==> config.mk <==
export PLATFORM = sky130hd
export DESIGN_NAME = bin_to_bcd_seq
export DESIGN_NICKNAME = d
export VERILOG_FILES = /design/src/rtl/bcd_pkg.sv /design/src/rtl/bcd_digit_cell.sv /design/src/rtl/bin_to_bcd_seq.sv
export SDC_FILE = /design/constraint.sdc
export NUM_CORES = 1
export LEC_CHECK = 0
export BUFFER_PORTS_ARGS = -buffer_cell sky130_fd_sc_hd__buf_2
export CORE_MARGIN = 3
export CORE_UTILIZATION = 37
export DETAILED_ROUTE_END_ITERATION = 8
export SYNTH_ARGS = -nofsm -noshare
export SYNTH_HDL_FRONTEND = slang
export SYNTH_SLANG_ARGS = --single-unit
==> constraint.sdc <==
create_clock -name clk -period 2.1 [get_ports clk]
set_input_delay 0.315 -clock clk [delete_from_list [all_inputs] [get_ports clk]]
set_output_delay 0.315 -clock clk [all_outputs]
set_load 0.05 [all_outputs]
==> src/rtl/bcd_pkg.sv <==
// Shared types and helpers for the sequential
// double-dabble binary-to-BCD converter.
package bcd_pkg;

   typedef enum logic [1:0] {
      IDLE,
      SHIFT,
      DONE
   } state_t;

   localparam int DIGIT_W = 4;

   function automatic logic [DIGIT_W-1:0] add3_adj(
      input logic [DIGIT_W-1:0] n
   );
      return (n >= DIGIT_W'(5)) ? n + DIGIT_W'(3) : n;
   endfunction

   function automatic logic [63:0] pow10(input int n);
      logic [63:0] p;
      p = 64'd1;
      for (int i = 0; i < n; i++) p = p * 64'd10;
      return p;
   endfunction

endpackage

==> src/rtl/bcd_digit_cell.sv <==
// One BCD digit of the double-dabble scratch register:
// add-3 adjust, shift-in from below, carry-out upward.
module bcd_digit_cell
   import bcd_pkg::*;
(
   input  logic               clk,
   input  logic               reset_n,
   input  logic               clr,
   input  logic               en,
   input  logic               shift_in,
   output logic [DIGIT_W-1:0] q,
   output logic               carry_out
);

   logic [DIGIT_W-1:0] adj;

   assign adj       = add3_adj(q);
   assign carry_out = adj[DIGIT_W-1];

   always_ff @(posedge clk or negedge reset_n) begin
      if (!reset_n) begin
         q <= '0;
      end else if (clr) begin
         q <= '0;
      end else if (en) begin
         q <= {adj[DIGIT_W-2:0], shift_in};
      end
   end

endmodule

==> src/rtl/bin_to_bcd_seq.sv <==
// Sequential binary-to-BCD converter, one bit per clock.
// Define LEADING_ZERO_BLANK_EN to build the blank_mask logic.
module bin_to_bcd_seq
   import bcd_pkg::*;
#(
   parameter int BIN_W  = 27,
   parameter int DIGITS = 8
) (
   input  logic                      clk,
   input  logic                      reset_n,
   input  logic                      start,
   input  logic [BIN_W-1:0]          bin_in,
   output logic                      busy,
   output logic                      done,
   output logic [DIGIT_W*DIGITS-1:0] bcd_out,
   output logic                      overflow,
   output logic [DIGITS-1:0]         blank_mask
);

   localparam logic [63:0] MAX_VAL = pow10(DIGITS) - 64'd1;
   localparam int CNT_W = (BIN_W > 1) ? $clog2(BIN_W) : 1;
   localparam logic [DIGIT_W*DIGITS-1:0] NINES = {DIGITS{4'h9}};

   state_t state, state_nxt;
   logic load, step, fin;

   logic [BIN_W-1:0]          shreg;
   logic [CNT_W-1:0]          count;
   logic                      ovf_pend;
   logic                      scr_msb;
   logic                      ovf;
   logic [DIGIT_W*DIGITS-1:0] scratch;
   logic [DIGITS:0]           carry;

   always_ff @(posedge clk or negedge reset_n) begin
      if (!reset_n) state <= IDLE;
      else          state <= state_nxt;
   end

   always_comb begin
      state_nxt = state;
      load      = 1'b0;
      step      = 1'b0;
      fin       = 1'b0;
      unique case (state)
         IDLE: begin
            if (start) begin
               load      = 1'b1;
               state_nxt = SHIFT;
            end
         end
         SHIFT: begin
            step = 1'b1;
            if (count == '0) state_nxt = DONE;
         end
         DONE: begin
            fin       = 1'b1;
            state_nxt = IDLE;
         end
         default: state_nxt = IDLE;
      endcase
   end

   assign busy = (state != IDLE);

   always_ff @(posedge clk or negedge reset_n) begin
      if (!reset_n) begin
         shreg    <= '0;
         count    <= '0;
         ovf_pend <= 1'b0;
         scr_msb  <= 1'b0;
      end else if (load) begin
         shreg    <= bin_in;
         count    <= CNT_W'(BIN_W - 1);
         ovf_pend <= 64'(bin_in) > MAX_VAL;
         scr_msb  <= 1'b0;
      end else if (step) begin
         shreg    <= shreg << 1;
         count    <= count - CNT_W'(1);
         scr_msb  <= carry[DIGITS];
      end
   end

   assign carry[0] = shreg[BIN_W-1];

   for (genvar g = 0; g < DIGITS; g++) begin : g_digit
      bcd_digit_cell u_cell (
         .clk       (clk),
         .reset_n   (reset_n),
         .clr       (load),
         .en        (step),
         .shift_in  (carry[g]),
         .q         (scratch[g*DIGIT_W +: DIGIT_W]),
         .carry_out (carry[g+1])
      );
   end

   // a carry out of the top digit can only come from an out-of-range operand
   assign ovf = ovf_pend | scr_msb;

   always_ff @(posedge clk or negedge reset_n) begin
      if (!reset_n) begin
         done     <= 1'b0;
         bcd_out  <= '0;
         overflow <= 1'b0;
      end else begin
         done <= fin;
         if (fin) begin
            bcd_out  <= ovf ? NINES : scratch;
            overflow <= ovf;
         end
      end
   end

`ifdef LEADING_ZERO_BLANK_EN
   logic [DIGITS-1:0] blank_nxt;
   logic              all_zero;

   always_comb begin
      blank_nxt = '0;
      all_zero  = 1'b1;
      for (int i = DIGITS-1; i >= 1; i--) begin
         all_zero     = all_zero & (scratch[i*DIGIT_W +: DIGIT_W] == '0);
         blank_nxt[i] = all_zero;
      end
   end

   always_ff @(posedge clk or negedge reset_n) begin
      if (!reset_n)  blank_mask <= '0;
      else if (fin)  blank_mask <= ovf ? '0 : blank_nxt;
   end
`else
   assign blank_mask = '0;
`endif

endmodule

==> qor.yml, run 1 <==
drv_cap: 0
yosys-top-cells-area: "dfrtp_1, o21ai_0, a21oi_1, ha_1, and3b_1"
synthAdderAreaFrac_pct: 4.38
crit_end: "busy"
p_leak_uw: 0.00269
worstSkewPairLatency_ns: 0.35
total_power_uw: 9690
slew_violations: 0
clock-sinks: 102
netlist_area_um2: 4850
tightestPinTransition_ns: 0.609
yosys.area.top_type: "dfrtp_1"
rr_startpoint: "state[0]$_DFFE_PN0P_"
dp.cells: 694
synthMuxAreaShare_pct: 1.78
wl_per_cell_um: 15.1
syn_to_final_growth_pct: 17.2
worstPathMaxFanout: 16
hpwl_um: 7390
stdcell_count: 711
critical_path_class: "register to output pin"
rows: 41
hold_ws_ns: 0.197
synth_flop_cell: "dfrtp_1"
finalSetupViolations: 0
ys_types: 41
start_util_pct: 38.1
ys_warn_count: 0
synthArstFlopShare_pct: 100
die_y_um: 121
yosys.area_share.simple_pct: 13.4
use_met1_pct: 21.8
clock.fmax_mhz: 527
viasPerCell: 5.09
grtUsageMet2_pct: 24.6
first_global_vias: 3645
synth_xor_area_share_pct: 2.89
finalCritPeriodShare_pct: 90.4
grt_busiest_layer: "met2"
die_w_um: 121
gp_congestion: 0.769
diodes: 0
cts_tree: "done"
antenna_left: 0
setup.worst_path.start_class: "register"
grt_usage_pct: 15.6
r2r_cells: 3
status: "finished clean"
synth_top_area_share_pct: 52.6
antenna_found_initial: 0
synth_top_family_by_area: "compound AO/OA/AOI/OAI gates"
end_kind: "output pin"
arrival_ns: 1.58
io_buffers: 64
clock-skew-final_ns: 0.0106
ir_drop_uv: 575
clockRootBuffer: "clkbuf_16"
min_period_ns: 1.90
ff_latch_area_um2: 2550
synth_enable_flop_cells: 0
slew_headroom_pct: 59.4
core-area_um2: 12700
cp.required_ns: 1.78
clk_path_buf_depth: 2
firstDrtPassIters: 4
grt_pass1_wl_um: 18200
cts_max_level: 3
routed_wl_um: 10700
rsz0062_at_grt: "false"
final.setup.tns_ns: 0
cts.clk_slew.worst_paths_ns: 0.07
r2r-end: "bcd_out[19]$_DFFE_PN0P_"
overflow: 0
drive_gt1_share_pct: 19.5
synth_compound_area_share_pct: 19.1
netlist_instances: 472
yosys_register_bits: 102
numCtsBuffers: 9
route.detailed.drc: 0
syn_avg_cell_area_um2: 10.3
num_vias: 3620
nets: 581
multi_input_area_um2: 2040
die_area_um2: 14500
drt-initial-drc-count: 215
powerDensity_nw_per_um2: 1700
timing_hold_violations_final: 0
grt_max_degree: 51
postCtsSetupRepairBufs: 0
fill_cells: 1260
io_pins: 73
yosysSeqAreaShare_pct: 52.6
rrSetupSlack_ns: 0.34
startpoint: "state[1]$_DFFE_PN0P_"
gr-usage-met3_pct: 3.46
hold_path.class: "input port to register"
-- sequential cells by signal, summed over array words and instances (netlist names) --
signal,cells
bcd_out,32
count,5
done,1
g_digit.u_cell.q,32
overflow,1
ovf_pend,1
scr_msb,1
shreg,27
state,2
-- worst min path at each step --
| stage | end | slack [ns] | cells past startpoint | from |
|---|---|---|---|---|
| 6_report | shreg[0]$_DFFE_PN0P_ | 0.20 | 3 | bin_in[0] |
| 5_1_grt | shreg[23]$_DFFE_PN0P_ | 0.20 | 3 | bin_in[23] |
| 4_1_cts | shreg[0]$_DFFE_PN0P_ | 0.18 | 3 | bin_in[0] |
| 3_5_place_dp | bcd_out[9]$_DFFE_PN0P_ | 0.23 | 1 | reset_n |
| 3_3_place_gp | bcd_out[12]$_DFFE_PN0P_ | 0.23 | 1 | reset_n |
| 2_1_floorplan | bcd_out[0]$_DFFE_PN0P_ | 0.02 | 0 | reset_n |
-- cell usage in the layout (no fill, tap or decap), types with 14 or more instances in the layout --
master / count
and3b_1: 23
nor2_1: 17
inv_1: 20
a21oi_1: 44
dfrtp_1: 102
buf_2: 63
nand2_1: 51
buf_4: 14
ha_1: 17
o21ai_0: 46
-- worst max-delay path, cell delays in order (launching register included) --
cell and delay, ns:
dfrtp_1 0.40, buf_4 0.23, buf_4 0.22, nor2_1 0.08, inv_1 0.05, buf_2 0.25
-- synth_stat cells (5+ instances only) --
master / instances
a22o_1: 11
o21ai_0: 46
buf_2: 9
nand2_1: 51
dfrtp_1: 102
o22a_1: 8
a32o_1: 7
o21ai_1: 8
o22ai_1: 10
xor2_1: 7
o31ai_1: 9
a21oi_1: 44
xnor2_1: 9
o32ai_1: 5
ha_1: 17
inv_1: 20
nor2_1: 17
nand2b_1: 9
buf_4: 8
and3b_1: 23
clkbuf_1: 16
mux2_2: 5
-- power by group --
part           switching, uW  internal [uW]  total (uW)
Clock                    768            939        1710
Combinational           2850           1640        4500
Sequential               630           2860        3490
Total                   4250           5440        9690
-- kinds of logic (layout without fill, tap and decap cells) --
logic type                 count (synthesis)  after routing
and+or+nand+nor                          119            119
other                                      1              8
DFF                                      102            102
adders and majority gates                 17             17
muxes                                      8              8
buffers and inverters                     58            118
xor gates and xnor gates                  16             16
AOI/OAI and AO/OA                        151            151
-- metal layers --
metal / part of all wire (%) / vias to the layer above
li1: - / 1776
met1: 48 / 1752
met2: 47 / 82
met3: 4.8 / 10
met4: 1.0 / 0
met5: 0 / -
-- layout make-up --
cell class / count / area share, %
inverters: 21 / 1.39
multi-input cells: 319 / 35.9
flip-flops and latches: 102 / 44.9
well taps: 172 / 3.78
repair buffers: 81 / 8.62
clock buffers: 9 / 3.96
clock inverters: 7 / 1.43
-- metrics by stage --
stage	setup slack (ns)	area (um^2)	util, %
floorplan	0.514	4880	-
global placement	0.375	5370	42.2
detailed placement	0.318	5370	42.2
CTS	0.177	5690	44.7
global route	0.0894	5690	44.7
finish	0.202	5690	44.7
-- what timing repair did --
action                                 in CTS  in global routing
hold buffers                                1                  0
gates resized for setup                     0                  0
endpoints found under the hold margin      20                  0
setup endpoints to repair                   0                  0
No activity file was read; power rests on OpenSTA's default activity.
==> inputs of run 2 (changes only) <==
--- a/config.mk
+++ b/config.mk
@@ -5,6 +5,7 @@
 export SDC_FILE = /design/constraint.sdc
 export NUM_CORES = 1
 export LEC_CHECK = 0
+export ABC_AREA = 1
 export BUFFER_PORTS_ARGS = -buffer_cell sky130_fd_sc_hd__buf_2
 export CORE_MARGIN = 3
 export CORE_UTILIZATION = 37
==> constraint.sdc (replaced) <==
create_clock -name clk -period 1.55 [get_ports clk]
set_input_delay 0.2325 -clock clk [delete_from_list [all_inputs] [get_ports clk]]
set_output_delay 0.2325 -clock clk [all_outputs]
set_load 0.05 [all_outputs]
==> run 2 against run 1 <==
Against the previous run:
- first-iteration DRC count grew 28%
- sequential power grew 19%
- sequential cell count is the same
- register-to-register slack lost 0.29 ns
- hold slack lost 0.080 ns
- synthesized cell count grew 19%
- global-route usage is essentially flat
- power grew 20%
- wire length grew 6.2%
- non-clock buffer count is the same
- critical path depth grew 1
- critical endpoint is now g_digit[6].u_cell.q[1]$_DFFE_PN0P_
- largest cell class unchanged
- highest routed layer unchanged
==> qor.yml, run 2 <==
rows: 42  # +2.4%
io_buffers: 64  # unchanged
drt-initial-drc-count: 275  # +28%
layout_common_cells: "nand2_1, dfrtp_1, inv_1, buf_2, nor2_1"
route.detailed.drc: 0  # unchanged
p_leak_uw: 0.00292  # +8.3%
hold_path.class: "input port to register"
slew_headroom_pct: 65.0  # +5.6 points
total_power_uw: 11600  # +20%
ys_types: 30  # -27%
p_sw_share_pct: 40.2  # -3.7 points
setup.worst_path.start_class: "register"
clock.fmax_mhz: 666
cts.clk_slew.worst_paths_ns: 0.07  # about the same
final.setup.tns_ns: 0  # unchanged
die_area_um2: 15200  # +4.6%
cp_top_family: "compound AO/OA/AOI/OAI gates"
cts_tree: "done"
netlist_area_um2: 5090  # +4.8%
clock-sinks: 102  # unchanged
yosys.area.top_type: "dfrtp_1"
timing_hold_violations_final: 0  # unchanged
pwr-share-comb_pct: 43.7  # -2.7 points
syn_to_final_growth_pct: 17.4
slowest_stage: "dfrtp_1"
overflow: 0  # unchanged
grtUsageMet2_pct: 26.0  # +1.3 points
yosys_register_bits: 102  # unchanged
num_vias: 4021  # +11%
fill_cells: 1315  # +4.4%
path_cells: "buf_4 > ha_1 > a21oi_1 > nand2_2 > o21ai_0 > o22ai_2"
arrival_ns: 1.73  # +0.15 ns
gp_congestion: 0.781  # +1.6%
min_period_ns: 1.50
p_clk_share_pct: 20.5  # +2.9 points
p_int_uw: 6950  # +28%
tightestPinTransition_ns: 0.525  # -0.0838 ns
critical_path_class: "register to register"
grt_usage_pct: 15.7  # +0.022 points
cp.required_ns: 1.78  # about the same
nets: 679  # +17%
worstSkewPairLatency_ns: 0.35  # about the same
clockRootBuffer: "clkbuf_16"
synth_top_area_share_pct: 50.2  # -2.4 points
routed_wl_um: 11400  # +6.2%
crit_end: "g_digit[6].u_cell.q[1]$_DFFE_PN0P_"
rrSetupSlack_ns: 0.05  # -0.29 ns
powerDensity_nw_per_um2: 1950  # +14%
clk_path_buf_depth: 2  # unchanged
io_pins: 73  # unchanged
end_kind: "register"
start_util_pct: 38.1  # about the same
diodes: 0  # unchanged
drive_gt1_share_pct: 22.6  # +3.1 points
slew_violations: 0  # unchanged
r2r_cells: 6  # +3
switching_power_uw: 4670  # +9.8%
die_w_um: 123  # +2.3%
startpoint: "g_digit[6].u_cell.q[0]$_DFFE_PN0P_"
p_seq_share_pct: 35.7  # -0.3 points
critical_path_depth: 6  # +1
ys_warn_count: 0  # unchanged
synth_flop_cell: "dfrtp_1"
antenna_left: 0  # unchanged
wl_per_cell_um: 14.0  # -7.1%
numCtsBuffers: 9  # unchanged
viasPerCell: 4.95  # -2.9%
status: "finished clean"
die_y_um: 123  # +2.3%
synthArstFlopShare_pct: 100  # unchanged
critPathBufInv: 1  # -3
finalSetupViolations: 0  # unchanged
slowest_delay_ns: 0.41  # about the same
netlist_instances: 562  # +19%
rr_startpoint: "g_digit[6].u_cell.q[0]$_DFFE_PN0P_"
ir_drop_uv: 667  # +16%
rsz0062_at_grt: "true"
grt_busiest_layer: "met2"
synth_enable_flop_cells: 0  # unchanged
core-area_um2: 13300  # +4.9%
gr-usage-met3_pct: 3.43  # -0.030 points
synthTopCellsByCount: "nand2_1, dfrtp_1, inv_1"
firstDrtPassIters: 4  # unchanged
cts_max_level: 3  # unchanged
yosysSeqAreaShare_pct: 50.2  # -2.4 points
first_global_vias: 3978  # +9.1%
grt_max_degree: 39  # -24%
grt_pass1_wl_um: 18900  # +3.6%
syn_avg_cell_area_um2: 9.05  # -12%
hpwl_um: 7950  # +7.6%
top_regs: "bcd_out (32), g_digit.u_cell.q (32), shreg (27)"
yosysMostFrequentCell: "nand2_1"
finalCritPeriodShare_pct: 96.9
worstPathMaxFanout: 4  # -12
drv_cap: 0  # unchanged
clock-skew-final_ns: 0.00557  # -0.00507 ns
use_met1_pct: 20.6  # -1.2 points
r2r-end: "g_digit[6].u_cell.q[1]$_DFFE_PN0P_"
antenna_found_initial: 0  # unchanged
yosys-top-cells-area: "dfrtp_1, nand2_1, inv_1, o221ai_2, o21ai_0"
## run 2: changes by cell type in the layout (fill, tap and decap cells not counted), sizes merged, moves of 10 or more
cell and change:
nand2 +54, inv +59, o221ai +25, nor2 +29, a21oi -11, o21ai +17, nand3 +16, nand2b -10
a22o -11, and3b -23
## run 2: repair_timing
action                                 in CTS  in global routing
resized for setup                           0                  9
buffers inserted                            0                  3
setup endpoints to repair                   0                  9
endpoints found under the hold margin      22                  0
hold buffers                                1                  0
## run 2: logic make-up after synthesis
family	share of synthesized area [%]
xor+xnor	1.03
compound gates	19.6
flops	50.2
fa+ha+maj	4.18
simple gates	14.8
buf+inv	10.2
other cells	0.0737
## run 2: worst min path at each step
stage / slack [ns] / depth (start not counted) / startpoint / end
after floorplan: -0.06 / 0 / reset_n / bcd_out[0]$_DFFE_PN0P_
after global routing: 0.12 / 3 / bin_in[1] / shreg[1]$_DFFE_PN0P_
after detailed placement: 0.20 / 1 / reset_n / g_digit[3].u_cell.q[2]$_DFFE_PN0P_
final: 0.12 / 3 / bin_in[23] / shreg[23]$_DFFE_PN0P_
after CTS: 0.11 / 3 / bin_in[1] / shreg[1]$_DFFE_PN0P_
after global placement: 0.20 / 1 / reset_n / bcd_out[30]$_DFFE_PN0P_
## run 2: power groups by stage
stage / combinational [uW] / clock (uW) / sequential (uW)
finish: 5080 / 2390 / 4150
global route: 5760 / 2580 / 4260
CTS: 4970 / 2430 / 4140
detailed placement: 4930 / 0 / 4180
global placement: 4770 / 0 / 4160
floorplan: 3790 / 0 / 4250
## run 2: through the flow
step / instances / hold slack, ns / util (%) / setup slack, ns / instance area (um^2)
2_1_floorplan: 569 / -0.0631 / - / 0.200 / 5110
3_3_place_gp: 793 / 0.196 / 42.0 / 0.0951 / 5610
3_5_place_dp: 793 / 0.199 / 42.0 / 0.0812 / 5610
4_1_cts: 810 / 0.111 / 44.4 / 0.0522 / 5930
5_1_grt: 813 / 0.118 / 44.8 / -0.0540 / 5970
6_report: 813 / 0.117 / 44.8 / 0.0481 / 5970
## run 2: layout make-up
class                           instances  area, um^2  share of cell area [%]
Clock buffer                           10         229                    3.83
Clock inverter                          6        86.3                    1.45
Inverter                               81         307                    5.13
Multi-Input combinational cell        357        2060                    34.6
Sequential cell                       102        2550                    42.7
Tap cell                              176         220                    3.69
Timing Repair Buffer                   81         515                    8.63
## run 2: worst min-delay path, cell delays in order
cell	delay, ns
buf_2	0.09
nand2_1	0.06
o221ai_2	0.05
## run 2: layer usage
layer	vias to the layer above	part of all wire (%)
met5	-	0
met4	0	1.1
met3	14	4.5
met2	77	48
met1	1944	46
li1	1986	-
